**src/rtl/pfm_pred_arb.sv**
```systemverilog
`default_nettype none
// ============================================================================
// Module      : pfm_pred_arb
// Description : Prefetch prediction arbiter. Collects predictions from NREQ
//               independent prediction engines and schedules them onto the
//               single prefetch-monitor-to-core prediction channel.
//               Round-robin selection over the enabled, valid sources, a
//               programmable minimum gap between grants, and a 2-entry output
//               buffer that isolates the downstream retry from the upstream
//               retries.
// Revision    : 1.0 - initial release
// ----------------------------------------------------------------------------
// Ports
//   clk          in   1            rising-edge clock for all state
//   reset        in   1            asynchronous, active-low reset
//   req_data     in   NREQ*DATA_W  source i payload at [i*DATA_W +: DATA_W]
//   req_valid    in   NREQ         per-source valid
//   req_retry    out  NREQ         per-source retry (1 = not accepted)
//   cfg_enable   in   NREQ         per-source enable mask
//   cfg_min_gap  in   GAP_W        idle cycles forced between grants
//   pred_data    out  DATA_W       payload of the buffer head
//   pred_src     out  clog2(NREQ)  source index of the buffer head
//   pred_valid   out  1            buffer non-empty
//   pred_retry   in   1            downstream retry
// ============================================================================
module pfm_pred_arb #(
    parameter int NREQ   = 4,
    parameter int DATA_W = 64,
    parameter int GAP_W  = 4
) (
    input  logic                      clk,
    input  logic                      reset,
    input  logic [NREQ*DATA_W-1:0]    req_data,
    input  logic [NREQ-1:0]           req_valid,
    output logic [NREQ-1:0]           req_retry,
    input  logic [NREQ-1:0]           cfg_enable,
    input  logic [GAP_W-1:0]          cfg_min_gap,
    output logic [DATA_W-1:0]         pred_data,
    output logic [$clog2(NREQ)-1:0]   pred_src,
    output logic                      pred_valid,
    input  logic                      pred_retry
);

    localparam int                   C_SRC_W   = $clog2(NREQ);
    localparam logic [C_SRC_W:0]     C_NREQ    = (C_SRC_W + 1)'(NREQ);
    localparam logic [C_SRC_W-1:0]   C_LAST    = C_SRC_W'(NREQ - 1);
    localparam logic [C_SRC_W-1:0]   C_SRC_ONE = C_SRC_W'(1);
    localparam logic [GAP_W-1:0]     C_GAP_ONE = GAP_W'(1);
    localparam logic [1:0]           C_FULL    = 2'd2;

    // ------------------------------------------------------------------------
    // Registered state
    // ------------------------------------------------------------------------
    logic [C_SRC_W-1:0]  r_rr_ptr;
    logic [GAP_W-1:0]    r_gap_cnt;
    logic [1:0]          r_count;
    logic                r_wr_ptr;
    logic                r_rd_ptr;
    logic [DATA_W-1:0]   r_mem_data [2];
    logic [C_SRC_W-1:0]  r_mem_src  [2];

    // ------------------------------------------------------------------------
    // Combinational signals
    // ------------------------------------------------------------------------
    logic [DATA_W-1:0]   w_req_arr [NREQ];
    logic [NREQ-1:0]     w_cand;
    logic [C_SRC_W:0]    w_scan;
    logic                w_found;
    logic [C_SRC_W-1:0]  w_gnt_idx;
    logic                w_can_arb;
    logic                w_grant;
    logic [NREQ-1:0]     w_gnt_oh;
    logic                w_push;
    logic                w_pop;

    generate
        for (genvar gi = 0; gi < NREQ; gi++) begin : g_unpack
            assign w_req_arr[gi] = req_data[gi*DATA_W +: DATA_W];
        end
    endgenerate

    // Disabling a source removes it from the candidate set in the same cycle.
    assign w_cand = req_valid & cfg_enable;

    // Arbitration only looks at registered state (count, gap counter), so the
    // downstream retry never reaches the upstream retries combinationally.
    // A full buffer blocks the grant even if the head pops this cycle.
    assign w_can_arb = (r_count != C_FULL) && (r_gap_cnt == '0);

    // Round-robin scan starting at r_rr_ptr, wrapping modulo NREQ. The scan
    // index is one bit wider so the sum of pointer and offset cannot overflow
    // before the wrap correction.
    always_comb begin
        w_found   = 1'b0;
        w_gnt_idx = '0;
        w_scan    = '0;
        for (int k = 0; k < NREQ; k++) begin
            w_scan = {1'b0, r_rr_ptr} + (C_SRC_W + 1)'(k);
            if (w_scan >= C_NREQ) begin
                w_scan = w_scan - C_NREQ;
            end
            if (!w_found && w_cand[w_scan[C_SRC_W-1:0]]) begin
                w_found   = 1'b1;
                w_gnt_idx = w_scan[C_SRC_W-1:0];
            end
        end
    end

    assign w_grant = w_can_arb && w_found;

    always_comb begin
        w_gnt_oh = '0;
        if (w_grant) begin
            w_gnt_oh[w_gnt_idx] = 1'b1;
        end
    end

    // While reset is held every source is refused, regardless of what the
    // (reset-valued) arbitration state would otherwise select.
    assign req_retry = reset ? ~w_gnt_oh : '1;

    assign w_push = w_grant;
    assign w_pop  = (r_count != 2'd0) && !pred_retry;

    // ------------------------------------------------------------------------
    // Arbitration state: round-robin pointer and minimum-gap counter
    // ------------------------------------------------------------------------
    always_ff @(posedge clk or negedge reset) begin
        if (!reset) begin
            r_rr_ptr  <= '0;
            r_gap_cnt <= '0;
        end else begin
            if (w_grant) begin
                r_rr_ptr  <= (w_gnt_idx == C_LAST) ? '0 : (w_gnt_idx + C_SRC_ONE);
                r_gap_cnt <= cfg_min_gap;
            end else if (r_gap_cnt != '0) begin
                r_gap_cnt <= r_gap_cnt - C_GAP_ONE;
            end
        end
    end

    // ------------------------------------------------------------------------
    // 2-entry output FIFO. Separate read/write pointers let a push and a pop
    // in the same cycle touch different slots, which preserves ordering.
    // ------------------------------------------------------------------------
    always_ff @(posedge clk or negedge reset) begin
        if (!reset) begin
            r_count  <= 2'd0;
            r_wr_ptr <= 1'b0;
            r_rd_ptr <= 1'b0;
            for (int i = 0; i < 2; i++) begin
                r_mem_data[i] <= '0;
                r_mem_src[i]  <= '0;
            end
        end else begin
            if (w_push) begin
                r_mem_data[r_wr_ptr] <= w_req_arr[w_gnt_idx];
                r_mem_src[r_wr_ptr]  <= w_gnt_idx;
                r_wr_ptr             <= ~r_wr_ptr;
            end
            if (w_pop) begin
                r_rd_ptr <= ~r_rd_ptr;
            end
            case ({w_push, w_pop})
                2'b10:   r_count <= r_count + 2'd1;
                2'b01:   r_count <= r_count - 2'd1;
                default: r_count <= r_count;
            endcase
        end
    end

    assign pred_valid = (r_count != 2'd0);
    assign pred_data  = r_mem_data[r_rd_ptr];
    assign pred_src   = r_mem_src[r_rd_ptr];

endmodule
`default_nettype wire

```
**config.mk**
```make
export PLATFORM = sky130hd
export DESIGN_NAME = pfm_pred_arb
export DESIGN_NICKNAME = d
export VERILOG_FILES = /design/src/rtl/pfm_pred_arb.sv
export SDC_FILE = /design/constraint.sdc
export NUM_CORES = 1
export LEC_CHECK = 0
export BUFFER_PORTS_ARGS = -buffer_cell sky130_fd_sc_hd__buf_2
export CAP_MARGIN = 0
export CORE_AREA = 8 8 146 148
export DETAILED_ROUTE_END_ITERATION = 7
export DIE_AREA = 0 0 154 156
export PLACE_DENSITY = 0.76
export SETUP_SLACK_MARGIN = 0.2
export SYNTH_ARGS = -nofsm -noshare
export SYNTH_HDL_FRONTEND = slang
export SYNTH_SLANG_ARGS = --single-unit
```
**constraint.sdc**
```tcl
create_clock -name clk -period 2.3 [get_ports clk]
set_input_delay 0.115 -clock clk [delete_from_list [all_inputs] [get_ports clk]]
set_output_delay 0.115 -clock clk [all_outputs]
set_load 0.01 [all_outputs]
```
==> flow_summary.toml <==
[sta]
timing_worst_slew_pin_value_ps = 698
setup_viol = 0
min_period_ps = 2190
fmax_ghz = 0.456
maxSlewViolCount = 0
finClkSkew_ps = 7.06
setup_repair_after_global_routing_missed_its_margin = "true"
report.final.hold_viol_count = 0
worst_slew_margin_rel_pct = 53.4
post-route-period-util_pct = 95.4
hold_ws_ps = 15.7
fin_setup_tns_ps = 0

[cells_and_area]
area_delta_synth_final_pct = 44.2
stdcell_area_mm2 = 0.0118
num-nets-final = 1364
num_antenna_cells = 0
drive_gt1_share_pct = 55.4
final_core_util_pct = 62.1

[critical_path]
timing.reg2reg.setup_slack_ps = 180
rr_endpoint = "r_mem_data[49]"
crit_path_max_fanout = 2
cell_depth_of_the_worst_flop_to_flop_path = 10
startpoint_type_of_the_worst_setup_path = "register"
critical_path.reg2reg.startpoint = "r_gap_cnt[1]"
critPathArrivalTime_ps = 2080
crit_required_ps = 2180
path_class = "reg -> out"
cp-end-kind = "primary output"

[routing]
post-route-drc-count = 0
drt-wirelength-per-cell_um = 21.2
vias = 7726
drt_pre_antenna_iters = 4
routed_wl_um = 28400
post_detailed_route_via_to_cell_ratio = 5.77
drtIter0Drc = 401
ant_nets = 0

[hold_path]
worstHoldStart = "req_data[213]"
worstHoldPathCells = 3
min_path_type = "in -> reg"
min_to = "r_mem_data[85]"

[pwr]
p_total_w = 0.0145
p_per_area_mw_per_mm2 = 1230
max_rail_drop_vdd_mv = 0.608
leakage_nw = 5.87

[die]
die_footprint_mm2 = 0.0240
ios = 342
core_area_mm2 = 0.0191
floorplan.die.width_um = 154
start_util_pct = 43.1
die_h_um = 156
rows = 51

[synth]
async_flop_share_pct = 100
synth-edff-count = 0
sequential_to_total_area_share_from_yosys_stat_pct = 43.2
synth_top_area_cell = "sky130_fd_sc_hd__dfrtp_1"
ys_top_cells_by_area = "sky130_fd_sc_hd__dfrtp_1 (43%), sky130_fd_sc_hd__mux2i_1 (16%), sky130_fd_sc_hd__o221ai_1 (10%), sky130_fd_sc_hd__mux2_2 (9.0%), sky130_fd_sc_hd__nand2_1 (6.8%)"
synthesis.nets = 1013
yosys.cell_types.count = 35
synthFlopType = "sky130_fd_sc_hd__dfrtp_1"
synth.yosys.warnings = 0
syn-mean-instance-area_um2 = 11.1
syn-instance-count = 738
synth_largest_type_area_fraction_pct = 43.2
mappedNetlistArea_mm2 = 0.00822
postSynthRegisterBits = 142

[clock_tree]
cts-buffers-inserted = 17
cts_root_buffer = "sky130_fd_sc_hd__clkbuf_16"
clk-insertion-delay-late_ps = 420
max-clock-path-buffers = 2
cts.reportedPaths.clkPinSlew_ps = 60
clock_net_sink_count = 142
htree_num_levels = 4
tritoncts = "done"

[flow_run]
maxCapViolations = 0

[status]
outcome = "finished clean"

[global_routing]
antenna_violations_before_repair = 0
grt.total_usage_pct = 22.0
first_global_vias = 8025
total_gr_overflow = 0
global_route_wire_length_before_repair_um = 42300
maximum_number_of_pins_on_one_net_before_global_route_repair = 131

[place]
gp_routability_congestion = 0.880
detailedPlacementHpwl_um = 18900
placed_inst_area_mm2 = 0.0102
io_buffer_count = 341
layout make-up:
cell class	instances	area, µm²
Sequential cell	142	3560
Tap cell	238	298
Fill cell	1455	7230
Timing Repair Buffer	398	2450
Inverter	8	30.0
Multi-Input combinational cell	522	4900
Clock buffer	19	443
Clock inverter	11	168
flip-flops by register name, indices dropped and copies added (netlist names):
name and count:
r_count 2, r_gap_cnt 4, r_mem_data 128, r_mem_src 4
r_rd_ptr 1, r_rr_ptr 2, r_wr_ptr 1
cells in the final DEF, fill, tap and decap left out, drive strengths merged, types with 4 or more instances in the layout:
cell,Yosys,routed
ha,4,4
dlygate4sd3,0,5
bufinv,0,4
nand3,4,4
inv,8,8
xnor2,5,5
clkbuf,25,21
clkinv,0,5
nand2,148,148
o221ai,129,129
mux2,66,66
mux2i,128,128
buf,41,389
dfrtp,142,142
o21ai,5,5
layer usage:
layer | part of all wire, % | vias to the layer above | global-route usage [%]
met5 | 0 | - | 0
met4 | 2.1 | 0 | 6.91
met3 | 6.1 | 43 | 5.57
met2 | 52 | 328 | 38.7
met1 | 40 | 3822 | 26.0
li1 | - | 3533 | -
synthesized netlist by cell type, drive strengths merged, types with 2 or more instances:
| library cell | instances |
|---|---|
| mux2i | 128 |
| or3 | 3 |
| ha | 4 |
| o211ai | 2 |
| a22o | 2 |
| nand2 | 148 |
| buf | 41 |
| nand2b | 3 |
| or2 | 2 |
| o21ai | 5 |
| dfrtp | 142 |
| a21oi | 3 |
| nor2 | 3 |
| o2111ai | 2 |
| nand3 | 4 |
| inv | 8 |
| o221ai | 129 |
| mux2 | 66 |
| nand3b | 2 |
| and2 | 3 |
| clkbuf | 25 |
| xnor2 | 5 |
power breakdown:
part,switching (W),internal [W]
registers,0.000589,0.00356
logic,0.00371,0.00378
clock network,0.00105,0.00183
stage by stage:
| step | cells | setup slack [ps] |
|---|---|---|
| 6_report | 1338 | 105 |
| 4_1_cts | 1324 | 125 |
| 5_1_grt | 1338 | 31.9 |
| 3_5_place_dp | 1277 | 150 |
| 3_3_place_gp | 1277 | 244 |
| 2_1_floorplan | 738 | 222 |
worst max-delay path, cell delays in order (launching register included):
cell and delay (ps):
sky130_fd_sc_hd__dfrtp_1 380, sky130_fd_sc_hd__inv_2 90, sky130_fd_sc_hd__ha_4 140, sky130_fd_sc_hd__nor3b_4 220, sky130_fd_sc_hd__o221a_4 220, sky130_fd_sc_hd__buf_8 100
sky130_fd_sc_hd__nand2_4 40, sky130_fd_sc_hd__or3_4 330, sky130_fd_sc_hd__buf_6 130
cell families after synthesis:
family	count (synthesis)	synth area share, %
fa+ha+maj	4	0.609
flops	142	43.2
xor+xnor	6	0.639
compound gates	147	17.7
mux	194	24.6
buf+inv	74	4.64
simple gates	171	8.53
timing repair:
item / in CTS / in global routing
hold buffers: 5 / 0
setup buffers: 9 / 11
endpoints found under the hold margin: 146 / 0
gates resized for setup: 16 / 124
pin swaps: 1 / 1
gates cloned: 3 / 3
endpoints found under the setup margin: 74 / 125
worst max-delay path by stage:
| stage | start | to | slack [ps] |
|---|---|---|---|
| after floorplan | r_gap_cnt[0] | r_mem_data[79] | 220 |
| after global placement | r_gap_cnt[0] | r_count[1] | 240 |
| after detailed placement | r_gap_cnt[1] | r_mem_data[16] | 150 |
| after CTS | r_gap_cnt[0] | req_retry[1] | 130 |
| after global routing | r_gap_cnt[1] | req_retry[1] | 30 |
| final | r_gap_cnt[1] | req_retry[1] | 110 |
Power figures use the tool's default switching activity.
